==> config.mk <==
export PLATFORM = sky130hd
export DESIGN_NAME = mc_control_fsm_flat
export DESIGN_NICKNAME = d
export VERILOG_FILES = /design/src/rtl/mc_control_fsm_if.sv /design/src/rtl/mc_control_fsm.sv /design/src/flat_wrapper.sv
export SDC_FILE = /design/constraint.sdc
export NUM_CORES = 1
export LEC_CHECK = 0
export CAP_MARGIN = 20
export CELL_PAD_IN_SITES_DETAIL_PLACEMENT = 1
export CELL_PAD_IN_SITES_GLOBAL_PLACEMENT = 2
export CORE_AREA = 2 2 75 77
export DETAILED_ROUTE_END_ITERATION = 10
export DIE_AREA = 0 0 77 79
export MAX_ROUTING_LAYER = met4
export PLACE_DENSITY = 0.82
export SYNTH_ARGS = -nofsm -noshare
export SYNTH_HDL_FRONTEND = slang
export SYNTH_SLANG_ARGS = --single-unit
==> constraint.sdc <==
create_clock -name clk -period 1.57 [get_ports clk]
set_input_delay 0.314 -clock clk [delete_from_list [all_inputs] [get_ports clk]]
set_output_delay 0.314 -clock clk [all_outputs]
set_load 0.05 [all_outputs]
==> src/rtl/mc_control_fsm_if.sv <==
// Control bundle between the multicycle sequencer (master) and the RV32I datapath (slave).
interface mc_control_fsm_if;
  logic [31:0] instr;
  logic        zero;
  logic        mem_ready;
  logic [3:0]  alu_operation;
  logic [1:0]  alu_src_a;
  logic [1:0]  alu_src_b;
  logic        pc_write;
  logic        pc_src;
  logic        ir_write;
  logic        mem_req;
  logic        mem_we;
  logic        mem_addr_sel;
  logic        reg_write;
  logic [1:0]  result_src;
  logic        trap;

  modport master (
    input  instr, zero, mem_ready,
    output alu_operation, alu_src_a, alu_src_b, pc_write, pc_src, ir_write,
           mem_req, mem_we, mem_addr_sel, reg_write, result_src, trap
  );

  modport slave (
    output instr, zero, mem_ready,
    input  alu_operation, alu_src_a, alu_src_b, pc_write, pc_src, ir_write,
           mem_req, mem_we, mem_addr_sel, reg_write, result_src, trap
  );
endinterface

==> src/rtl/mc_control_fsm.sv <==
// Multicycle RV32I control sequencer: fetch/decode/execute/memory/writeback, ALU op select,
// branch resolution from the ALU zero flag, and the memory request handshake.
module mc_control_fsm (
  input  logic               clk,
  input  logic               reset,
  mc_control_fsm_if.master   bus
);

  localparam logic [3:0] ALU_ADD  = 4'b0000;
  localparam logic [3:0] ALU_SUB  = 4'b0001;
  localparam logic [3:0] ALU_AND  = 4'b0010;
  localparam logic [3:0] ALU_OR   = 4'b0011;
  localparam logic [3:0] ALU_XOR  = 4'b0100;
  localparam logic [3:0] ALU_SLT  = 4'b0101;
  localparam logic [3:0] ALU_SRL  = 4'b0110;
  localparam logic [3:0] ALU_SRA  = 4'b0111;
  localparam logic [3:0] ALU_SLL  = 4'b1000;
  localparam logic [3:0] ALU_SLTU = 4'b1001;

  localparam logic [6:0] F7_BASE = 7'b0000000;
  localparam logic [6:0] F7_ALT  = 7'b0100000;

  typedef enum logic [3:0] {
    S_FETCH, S_DECODE, S_EXEC_R, S_EXEC_I, S_LUI, S_AUIPC, S_ALU_WB,
    S_MEM_ADDR, S_MEM_RD, S_MEM_WB, S_MEM_WR, S_BRANCH, S_JAL, S_JALR, S_TRAP
  } state_t;

  state_t state, next_state;

  logic [6:0] opcode;
  logic [2:0] funct3;
  logic [6:0] funct7;
  logic       unused_instr_bits;

  assign opcode = bus.instr[6:0];
  assign funct3 = bus.instr[14:12];
  assign funct7 = bus.instr[31:25];
  assign unused_instr_bits = ^{bus.instr[24:15], bus.instr[11:7]};

  // Returns {illegal, op}. I-type differs only in funct3 000 (no SUB) and in
  // leaving funct7 unchecked where those bits are immediate.
  function automatic logic [4:0] alu_decode(input logic [2:0] f3, input logic [6:0] f7,
                                            input logic is_r);
    logic [3:0] op;
    logic       bad;
    op  = ALU_ADD;
    bad = 1'b0;
    case (f3)
      3'b000: begin
        if (!is_r || f7 == F7_BASE) op = ALU_ADD;
        else if (f7 == F7_ALT)      op = ALU_SUB;
        else                        bad = 1'b1;
      end
      3'b001: begin op = ALU_SLL;  bad = (f7 != F7_BASE); end
      3'b010: begin op = ALU_SLT;  bad = is_r && (f7 != F7_BASE); end
      3'b011: begin op = ALU_SLTU; bad = is_r && (f7 != F7_BASE); end
      3'b100: begin op = ALU_XOR;  bad = is_r && (f7 != F7_BASE); end
      3'b101: begin
        if (f7 == F7_BASE)     op = ALU_SRL;
        else if (f7 == F7_ALT) op = ALU_SRA;
        else                   bad = 1'b1;
      end
      3'b110: begin op = ALU_OR;   bad = is_r && (f7 != F7_BASE); end
      default: begin op = ALU_AND; bad = is_r && (f7 != F7_BASE); end
    endcase
    return {bad, op};
  endfunction

  logic [3:0] alu_op_c;
  logic [1:0] src_a_c, src_b_c, result_src_c;
  logic       pc_write_c, pc_src_c, ir_write_c, mem_req_c, mem_we_c, mem_addr_sel_c, reg_write_c;
  logic [4:0] dec;
  logic       taken;

  always_ff @(posedge clk or posedge reset) begin
    if (reset) state <= S_FETCH;
    else       state <= next_state;
  end

  always_comb begin
    next_state     = state;
    alu_op_c       = ALU_ADD;
    src_a_c        = 2'd0;
    src_b_c        = 2'd0;
    result_src_c   = 2'd0;
    pc_write_c     = 1'b0;
    pc_src_c       = 1'b0;
    ir_write_c     = 1'b0;
    mem_req_c      = 1'b0;
    mem_we_c       = 1'b0;
    mem_addr_sel_c = 1'b0;
    reg_write_c    = 1'b0;
    dec            = 5'd0;
    taken          = 1'b0;
    case (state)
      S_FETCH: begin
        mem_req_c = 1'b1;
        src_a_c   = 2'd1;
        src_b_c   = 2'd2;
        if (bus.mem_ready) begin
          ir_write_c = 1'b1;
          pc_write_c = 1'b1;
          next_state = S_DECODE;
        end
      end
      S_DECODE: begin
        src_a_c = 2'd2;
        src_b_c = 2'd1;
        case (opcode)
          7'b0110011: next_state = S_EXEC_R;
          7'b0010011: next_state = S_EXEC_I;
          7'b0000011,
          7'b0100011: next_state = S_MEM_ADDR;
          7'b1100011: next_state = S_BRANCH;
          7'b1101111: next_state = S_JAL;
          7'b1100111: next_state = S_JALR;
          7'b0110111: next_state = S_LUI;
          7'b0010111: next_state = S_AUIPC;
          default:    next_state = S_TRAP;
        endcase
      end
      S_EXEC_R: begin
        dec        = alu_decode(funct3, funct7, 1'b1);
        alu_op_c   = dec[3:0];
        next_state = dec[4] ? S_TRAP : S_ALU_WB;
      end
      S_EXEC_I: begin
        src_b_c    = 2'd1;
        dec        = alu_decode(funct3, funct7, 1'b0);
        alu_op_c   = dec[3:0];
        next_state = dec[4] ? S_TRAP : S_ALU_WB;
      end
      S_LUI: begin
        src_a_c    = 2'd3;
        src_b_c    = 2'd1;
        next_state = S_ALU_WB;
      end
      S_AUIPC: begin
        src_a_c    = 2'd2;
        src_b_c    = 2'd1;
        next_state = S_ALU_WB;
      end
      S_ALU_WB: begin
        reg_write_c = 1'b1;
        next_state  = S_FETCH;
      end
      S_MEM_ADDR: begin
        src_b_c    = 2'd1;
        next_state = opcode[5] ? S_MEM_WR : S_MEM_RD;
      end
      S_MEM_RD: begin
        mem_req_c      = 1'b1;
        mem_addr_sel_c = 1'b1;
        if (bus.mem_ready) next_state = S_MEM_WB;
      end
      S_MEM_WB: begin
        reg_write_c  = 1'b1;
        result_src_c = 2'd1;
        next_state   = S_FETCH;
      end
      S_MEM_WR: begin
        mem_req_c      = 1'b1;
        mem_we_c       = 1'b1;
        mem_addr_sel_c = 1'b1;
        if (bus.mem_ready) next_state = S_FETCH;
      end
      S_BRANCH: begin
        pc_src_c   = 1'b1;
        next_state = S_FETCH;
        // funct3[0] inverts the sense; SLT/SLTU put the compare result on zero.
        taken = funct3[0] ? !bus.zero : bus.zero;
        case (funct3[2:1])
          2'b00:   alu_op_c = ALU_SUB;
          2'b10:   alu_op_c = ALU_SLT;
          2'b11:   alu_op_c = ALU_SLTU;
          default: begin
            taken      = 1'b0;
            next_state = S_TRAP;
          end
        endcase
        pc_write_c = taken;
      end
      S_JAL: begin
        pc_write_c   = 1'b1;
        pc_src_c     = 1'b1;
        reg_write_c  = 1'b1;
        result_src_c = 2'd2;
        next_state   = S_FETCH;
      end
      S_JALR: begin
        src_b_c      = 2'd1;
        pc_write_c   = 1'b1;
        reg_write_c  = 1'b1;
        result_src_c = 2'd2;
        next_state   = S_FETCH;
      end
      S_TRAP:  next_state = S_TRAP;
      default: next_state = S_FETCH;
    endcase
  end

  // Everything is held at zero while reset is high so an abort leaves no partial write.
  assign bus.alu_operation = reset ? 4'd0 : alu_op_c;
  assign bus.alu_src_a     = reset ? 2'd0 : src_a_c;
  assign bus.alu_src_b     = reset ? 2'd0 : src_b_c;
  assign bus.result_src    = reset ? 2'd0 : result_src_c;
  assign bus.pc_write      = !reset && pc_write_c;
  assign bus.pc_src        = !reset && pc_src_c;
  assign bus.ir_write      = !reset && ir_write_c;
  assign bus.mem_req       = !reset && mem_req_c;
  assign bus.mem_we        = !reset && mem_we_c;
  assign bus.mem_addr_sel  = !reset && mem_addr_sel_c;
  assign bus.reg_write     = !reset && reg_write_c;
  assign bus.trap          = !reset && (state == S_TRAP);

endmodule
==> src/flat_wrapper.sv <==
// flat-port wrapper written by rule: the top's interface ports become plain ports
module mc_control_fsm_flat 
  (clk, reset, bus_instr, bus_zero, bus_mem_ready, bus_alu_operation, bus_alu_src_a, bus_alu_src_b, bus_pc_write, bus_pc_src, bus_ir_write, bus_mem_req, bus_mem_we, bus_mem_addr_sel, bus_reg_write, bus_result_src, bus_trap);
  mc_control_fsm_if bus_i ();
  input  logic clk;
  input  logic reset;
  input wire logic [$bits(bus_i.instr)-1:0] bus_instr;
  input wire logic [$bits(bus_i.zero)-1:0] bus_zero;
  input wire logic [$bits(bus_i.mem_ready)-1:0] bus_mem_ready;
  output wire logic [$bits(bus_i.alu_operation)-1:0] bus_alu_operation;
  output wire logic [$bits(bus_i.alu_src_a)-1:0] bus_alu_src_a;
  output wire logic [$bits(bus_i.alu_src_b)-1:0] bus_alu_src_b;
  output wire logic [$bits(bus_i.pc_write)-1:0] bus_pc_write;
  output wire logic [$bits(bus_i.pc_src)-1:0] bus_pc_src;
  output wire logic [$bits(bus_i.ir_write)-1:0] bus_ir_write;
  output wire logic [$bits(bus_i.mem_req)-1:0] bus_mem_req;
  output wire logic [$bits(bus_i.mem_we)-1:0] bus_mem_we;
  output wire logic [$bits(bus_i.mem_addr_sel)-1:0] bus_mem_addr_sel;
  output wire logic [$bits(bus_i.reg_write)-1:0] bus_reg_write;
  output wire logic [$bits(bus_i.result_src)-1:0] bus_result_src;
  output wire logic [$bits(bus_i.trap)-1:0] bus_trap;
  assign bus_i.instr = bus_instr;
  assign bus_i.zero = bus_zero;
  assign bus_i.mem_ready = bus_mem_ready;
  assign bus_alu_operation = bus_i.alu_operation;
  assign bus_alu_src_a = bus_i.alu_src_a;
  assign bus_alu_src_b = bus_i.alu_src_b;
  assign bus_pc_write = bus_i.pc_write;
  assign bus_pc_src = bus_i.pc_src;
  assign bus_ir_write = bus_i.ir_write;
  assign bus_mem_req = bus_i.mem_req;
  assign bus_mem_we = bus_i.mem_we;
  assign bus_mem_addr_sel = bus_i.mem_addr_sel;
  assign bus_reg_write = bus_i.reg_write;
  assign bus_result_src = bus_i.result_src;
  assign bus_trap = bus_i.trap;
  mc_control_fsm u_core (.clk(clk), .reset(reset), .bus(bus_i));
endmodule
==> flow_metrics.py, run 1 <==
metrics = {
    "outcome": {
        "run_status": "finished with violations",
        "failed_checks": "setup timing",
    },
    "timing": {
        "timing.final.max_slew_violations": 0,
        "fin_ws_ps": -405,
        "grt_setup_unrepaired": "yes",
        "final-setup-viol-count": 19,
        "finalCriticalPeriod_ps": 1970,
        "post-route-period-util_pct": 126,
        "worst_slew_margin_rel_pct": 76.6,
        "setup_total_negative_slack_ps": -4280,
        "timing_worst_slew_pin_value_ps": 349,
        "finClkSkew_ps": 1.52,
        "max_freq_ghz": 0.506,
        "final-hold-violation-count": 0,
    },
    "critical_path": {
        "critical_path_class": "flip-flop to output port",
        "setup.worst_path.end_class": "output port",
        "arrival_time_at_the_worst_endpoint_ps": 1660,
        "critical_path.startpoint_type": "flip-flop",
        "timing.critical_path.from": "u_core.state[3]",
        "crit-reg2reg-launch": "u_core.state[0]",
        "setup.reg_to_reg.worst_slack_ps": -20,
        "critical_path.max_fanout": 3,
        "required_ps": 1260,
    },
    "worst_hold_path": {
        "hold_path_class": "primary input to asynchronous set/reset pin",
    },
    "clock_tree": {
        "htree_num_levels": 1,
        "clkSlewWorstSetupHoldPaths_ps": 30,
        "clock_tree.root_cell": "sky130_fd_sc_hd__clkbuf_8",
        "max-clock-path-buffers": 2,
        "tritoncts": "yes",
        "cts_bufs_inserted": 3,
        "clock_sink_count": 4,
        "post_cts_hold_buffer_count": 0,
        "clock_latency_late_sink_ps": 230,
    },
    "floorplan": {
        "die_h_um": 79,
        "initial_utilization_pct": 14.5,
        "num_rows": 27,
        "num_io_pins": 54,
        "die-area_um2": 6080,
        "floorplan.core_area_um2": 5340,
        "die_w_um": 77,
    },
    "layout": {
        "fillerInstances": 633,
        "layoutNonFillerInstCount": 270,
        "post-route-util_pct": 39.6,
        "share_of_cells_above_drive_strength_1_pct": 63.1,
        "layout.cells.most_common_list": "sky130_fd_sc_hd__buf_4 (39), sky130_fd_sc_hd__buf_12 (20), sky130_fd_sc_hd__nor2_4 (9)",
        "max_reg_flops": 4,
        "areaGrowthSynthToFinish_pct": 173,
        "top_regs": "u_core.state (4)",
        "nets": 236,
        "regMostFlops": "u_core.state",
        "leading_cell_type_in_the_layout_fill_and_taps_excluded": "sky130_fd_sc_hd__buf_4",
        "antenna-diode-count": 0,
    },
    "run": {
        "maxCapViolCount": 0,
    },
    "detailed_routing": {
        "drt_drc_violations_left": 0,
        "wl_per_cell_um": 13.9,
        "routed_wirelength_mm": 3.76,
        "drt.antenna.violating_nets": 0,
        "vias_per_cell": 4.54,
        "firstDrtPassIters": 4,
        "initialDrtViolationCount": 54,
        "routed-via-count": 1227,
    },
    "power": {
        "p_leak_nw": 0.870,
        "design_power_total_mw": 3.14,
        "worst_case_vdd_ir_drop_uv": 464,
        "powerDensity_nw_per_um2": 1480,
    },
    "global_route": {
        "grt_pass1_wl_mm": 5.65,
        "grt_util_all_layers_pct": 11.6,
        "first_global_vias": 1220,
        "overflow": 0,
        "grt_start_max_net_pins": 23,
        "grt_antenna_before_repair": 0,
    },
    "synthesis": {
        "sequential_fraction_of_the_synthesis_area_pct": 12.9,
        "ys_seq_elements": 4,
        "synth-main-ff-cell": "sky130_fd_sc_hd__dfrtp_1",
        "synth_cells": 116,
        "fraction_of_registers_with_async_set_reset_pct": 100,
        "yosysUniqueCellTypes": 45,
        "synth_enable_flop_cells": 0,
        "postSynthNetCount": 152,
        "yosys_warnings": 0,
        "syn-cell-area_um2": 776,
        "postSynthAreaPerCell_um2": 6.69,
    },
    "placed_design": {
        "pre_cts_ws_ps": -755,
        "gp_congestion": 0.792,
        "io_buffers": 38,
        "placed_cells": 250,
        "dp.final_hpwl_mm": 2.63,
    },
}
## cell usage after synthesis, types with 3 or more instances
library cell / n / area share [%]
sky130_fd_sc_hd__o21a_1: 3 / 2.9
sky130_fd_sc_hd__or2_2: 3 / 2.4
sky130_fd_sc_hd__nand2b_1: 6 / 4.8
sky130_fd_sc_hd__buf_2: 5 / 3.2
sky130_fd_sc_hd__nor2_2: 3 / 2.4
sky130_fd_sc_hd__a21oi_1: 6 / 3.9
sky130_fd_sc_hd__nor2b_1: 6 / 4.8
sky130_fd_sc_hd__nand2_1: 10 / 4.8
sky130_fd_sc_hd__inv_1: 6 / 2.9
sky130_fd_sc_hd__dfrtp_1: 4 / 13
sky130_fd_sc_hd__nor4_1: 4 / 3.2
sky130_fd_sc_hd__nor2_1: 13 / 6.3
sky130_fd_sc_hd__o22ai_1: 4 / 3.2
sky130_fd_sc_hd__nor3_1: 4 / 2.6
## report_power, final
| part | total, mW | switching (mW) | internal [mW] |
|---|---|---|---|
| Combinational | 2.68 | 1.34 | 1.34 |
| Clock | 0.229 | 0.0644 | 0.164 |
| Sequential | 0.230 | 0.0721 | 0.158 |
| Total | 3.14 | 1.48 | 1.66 |
## cell families (layout without fill, tap and decap cells)
group	count (synthesis)	in the layout	synth area share, %
compound gates	30	30	28.1
xor+xnor	1	1	1.13
simple gates	66	66	48.4
flops	4	4	12.9
buf+inv	15	97	9.51
## path summary, 6_finish.rpt
kind	cells after the start	endpoint
worst max-delay path	3	bus_alu_operation[0]
worst min-delay path	3	u_core.state[2]
worst max register to register	8	u_core.state[3]
worst min register to register	3	u_core.state[3]
max in group asynchronous	3	u_core.state[1]
min in group clk	5	u_core.state[1]
## critical path, stage by stage, from the launching register on
cell                       delay (ps)
sky130_fd_sc_hd__dfrtp_2          430
sky130_fd_sc_hd__or4_4            550
sky130_fd_sc_hd__a311oi_4         270
sky130_fd_sc_hd__buf_12           180
## final cells by class
type | count | area, um^2 | share of cell area (%)
sequential | 4 | 103 | 4.85
timing repair buffer | 88 | 977 | 46.2
multi-input combinational | 97 | 881 | 41.7
inverter | 6 | 22.5 | 1.07
tap | 72 | 90.1 | 4.26
clock buffer | 3 | 41.3 | 1.95
## stage by stage
stage	hold slack [ps]	instance area, um^2
after floorplan	365	950
after global placement	704	1770
after detailed placement	728	1770
after CTS	378	1890
after global routing	415	2110
final	366	2110
## layer usage
metal / track usage [%] / vias up / share of wire, % / wire length, um
li1: - / 589 / - / -
met1: 14.4 / 609 / 41 / 1550
met2: 20.2 / 25 / 55 / 2060
met3: 2.73 / 4 / 3.1 / 115
met4: 0.536 / 0 / 0.77 / 29
met5: - / - / 0 / 0
## timing repair
| action | in CTS | in global routing |
|---|---|---|
| setup buffers | 5 | 11 |
| setup endpoints to repair | 21 | 20 |
| pin swaps | 16 | 15 |
| cloned | 0 | 1 |
| gates resized for setup | 54 | 29 |
(Power assumes the default switching activity.)
==> inputs of run 2 (changes only) <==
SKIP_CTS_REPAIR_TIMING = 1   (was unset)
==> run 2 against run 1 <==
The run still ends with setup timing left. Hold slack lost 67 ps. Via count decreased by 0.65%. Clock skew rose by 6.6 ps. Critical endpoint is now bus_pc_src.
==> flow_metrics.py, run 2 (same netlist as run 1, synthesis figures left out) <==
metrics = {
    "global_route": {
        "grt_util_all_layers_pct": 11.0,
        "grt_antenna_before_repair": 0,
        "overflow": 0,
        "first_global_vias": 1186,
        "grt_start_max_net_pins": 23,
        "grt_pass1_wl_mm": 5.40,
    },
    "power": {
        "worst_case_vdd_ir_drop_uv": 431,
        "powerDensity_nw_per_um2": 1500,
        "p_leak_nw": 1.02,
    },
    "clock_tree": {
        "htree_num_levels": 1,
        "clock_sink_count": 4,
        "clock_latency_late_sink_ps": 230,
        "max-clock-path-buffers": 2,
        "clock_tree.root_cell": "sky130_fd_sc_hd__clkbuf_8",
        "clkSlewWorstSetupHoldPaths_ps": 40,
        "cts_bufs_inserted": 3,
        "tritoncts": "yes",
    },
    "timing": {
        "finClkSkew_ps": 8.07,
        "fin_ws_ps": -442,
        "grt_setup_unrepaired": "yes",
        "final.hold.worst_slack_ps": 298,
        "finalCriticalPeriod_ps": 2010,
        "worst_slew_margin_rel_pct": 63.1,
        "final-hold-violation-count": 0,
        "final-setup-viol-count": 20,
        "timing_worst_slew_pin_value_ps": 552,
        "max_freq_ghz": 0.497,
        "post-route-period-util_pct": 128,
        "setup_total_negative_slack_ps": -5040,
        "timing.final.max_slew_violations": 0,
    },
    "placed_design": {
        "io_buffers": 38,
        "gp_congestion": 0.792,
        "placed_cell_area_um2": 1770,
        "placed_cells": 250,
        "dp.final_hpwl_mm": 2.63,
    },
    "critical_path": {
        "crit-reg2reg-launch": "u_core.state[0]",
        "critical_path.startpoint_type": "flip-flop",
        "cp_slowest_cell": "sky130_fd_sc_hd__nor2b_1",
        "critical_path.max_fanout": 5,
        "required_ps": 1260,
        "critical_path_class": "flip-flop to output port",
        "slowest_delay_ps": 500,
        "arrival_time_at_the_worst_endpoint_ps": 1700,
        "setup.worst_path.end_class": "output port",
        "timing.critical_path.buf_inv": 1,
        "timing.critical_path.from": "u_core.state[2]",
        "timing.critical_path.max_delay_family": "simple AND/OR/NAND/NOR gates",
        "cells_traversed_along_the_worst_timing_path": "nor2b_1 -> nand2_2 -> o22ai_4 -> buf_12",
    },
    "layout": {
        "antenna-diode-count": 0,
        "max_reg_flops": 4,
        "layoutNonFillerInstCount": 270,
        "layout.cells.most_common_list": "sky130_fd_sc_hd__buf_4 (38), sky130_fd_sc_hd__buf_12 (21), sky130_fd_sc_hd__dlymetal6s2s_1 (16)",
        "regArea_um2": 103,
        "areaGrowthSynthToFinish_pct": 187,
        "share_of_cells_above_drive_strength_1_pct": 59.6,
        "post-route-util_pct": 41.7,
        "final_cell_area_um2": 2220,
        "multi_input_area_um2": 893,
        "fillerInstances": 615,
        "leading_cell_type_in_the_layout_fill_and_taps_excluded": "sky130_fd_sc_hd__buf_4",
        "regMostFlops": "u_core.state",
        "top_regs": "u_core.state (4)",
        "nets": 236,
    },
    "floorplan": {
        "die-area_um2": 6080,
        "die_h_um": 79,
        "num_io_pins": 54,
        "initial_utilization_pct": 14.5,
        "die_w_um": 77,
        "num_rows": 27,
        "floorplan.core_area_um2": 5340,
    },
    "detailed_routing": {
        "initialDrtViolationCount": 22,
        "firstDrtPassIters": 4,
        "wl_per_cell_um": 14.5,
        "routed-via-count": 1219,
        "drt.antenna.violating_nets": 0,
        "drt_drc_violations_left": 0,
        "vias_per_cell": 4.51,
        "routed_wirelength_mm": 3.91,
    },
    "run": {
        "maxCapViolCount": 0,
    },
    "outcome": {
        "failed_checks": "setup timing",
        "run_status": "finished with violations",
    },
    "worst_hold_path": {
        "hold_path_class": "primary input to asynchronous set/reset pin",
    },
}
## run 2: layer usage
metal | routed length [um] | track usage [%] | up-vias | part of all wire [%]
li1 | - | - | 588 | -
met1 | 1620 | 13.4 | 604 | 41
met2 | 2150 | 19.3 | 23 | 55
met3 | 108 | 2.73 | 4 | 2.8
met4 | 29 | 0.536 | 0 | 0.74
met5 | 0 | - | - | 0
## run 2: stage by stage
step / power (mW) / worst slack [ps]
2_1_floorplan: 1.43 / -440
3_5_place_dp: 2.27 / -755
3_3_place_gp: 2.24 / -724
4_1_cts: 2.50 / -755
5_1_grt: 3.53 / -539
6_report: 3.35 / -442
## run 2: path summary, 6_finish.rpt
kind,cells past startpoint,slack (ps),end
worst max-delay path,4,-440,bus_pc_src
worst min-delay path,3,300,u_core.state[2]
worst max register to register,8,-80,u_core.state[3]
worst min register to register,3,770,u_core.state[3]
max in group asynchronous,3,1070,u_core.state[1]
min in group clk,4,530,u_core.state[3]
## run 2: worst register-to-register path: stages (launching register included)
cell and delay [ps]:
sky130_fd_sc_hd__dfrtp_1 380, sky130_fd_sc_hd__buf_4 150, sky130_fd_sc_hd__buf_12 140, sky130_fd_sc_hd__buf_12 130, sky130_fd_sc_hd__nand2b_4 160, sky130_fd_sc_hd__buf_4 150, sky130_fd_sc_hd__a211oi_4 250, sky130_fd_sc_hd__o31ai_4 110
sky130_fd_sc_hd__nand4_1 120
## run 2: power breakdown
group | internal [mW] | switching [mW] | leakage, nW
logic | 1.48 | 1.39 | 0.946
clock network | 0.165 | 0.0693 | 0.0216
registers | 0.158 | 0.0856 | 0.0481
## run 2: area by class of cell
cell class,instances,share of cell area (%)
clock buffer,3,1.86
inverter,6,1.01
multi-input combinational,97,40.2
sequential,4,4.61
tap,72,4.05
timing repair buffer,88,48.3
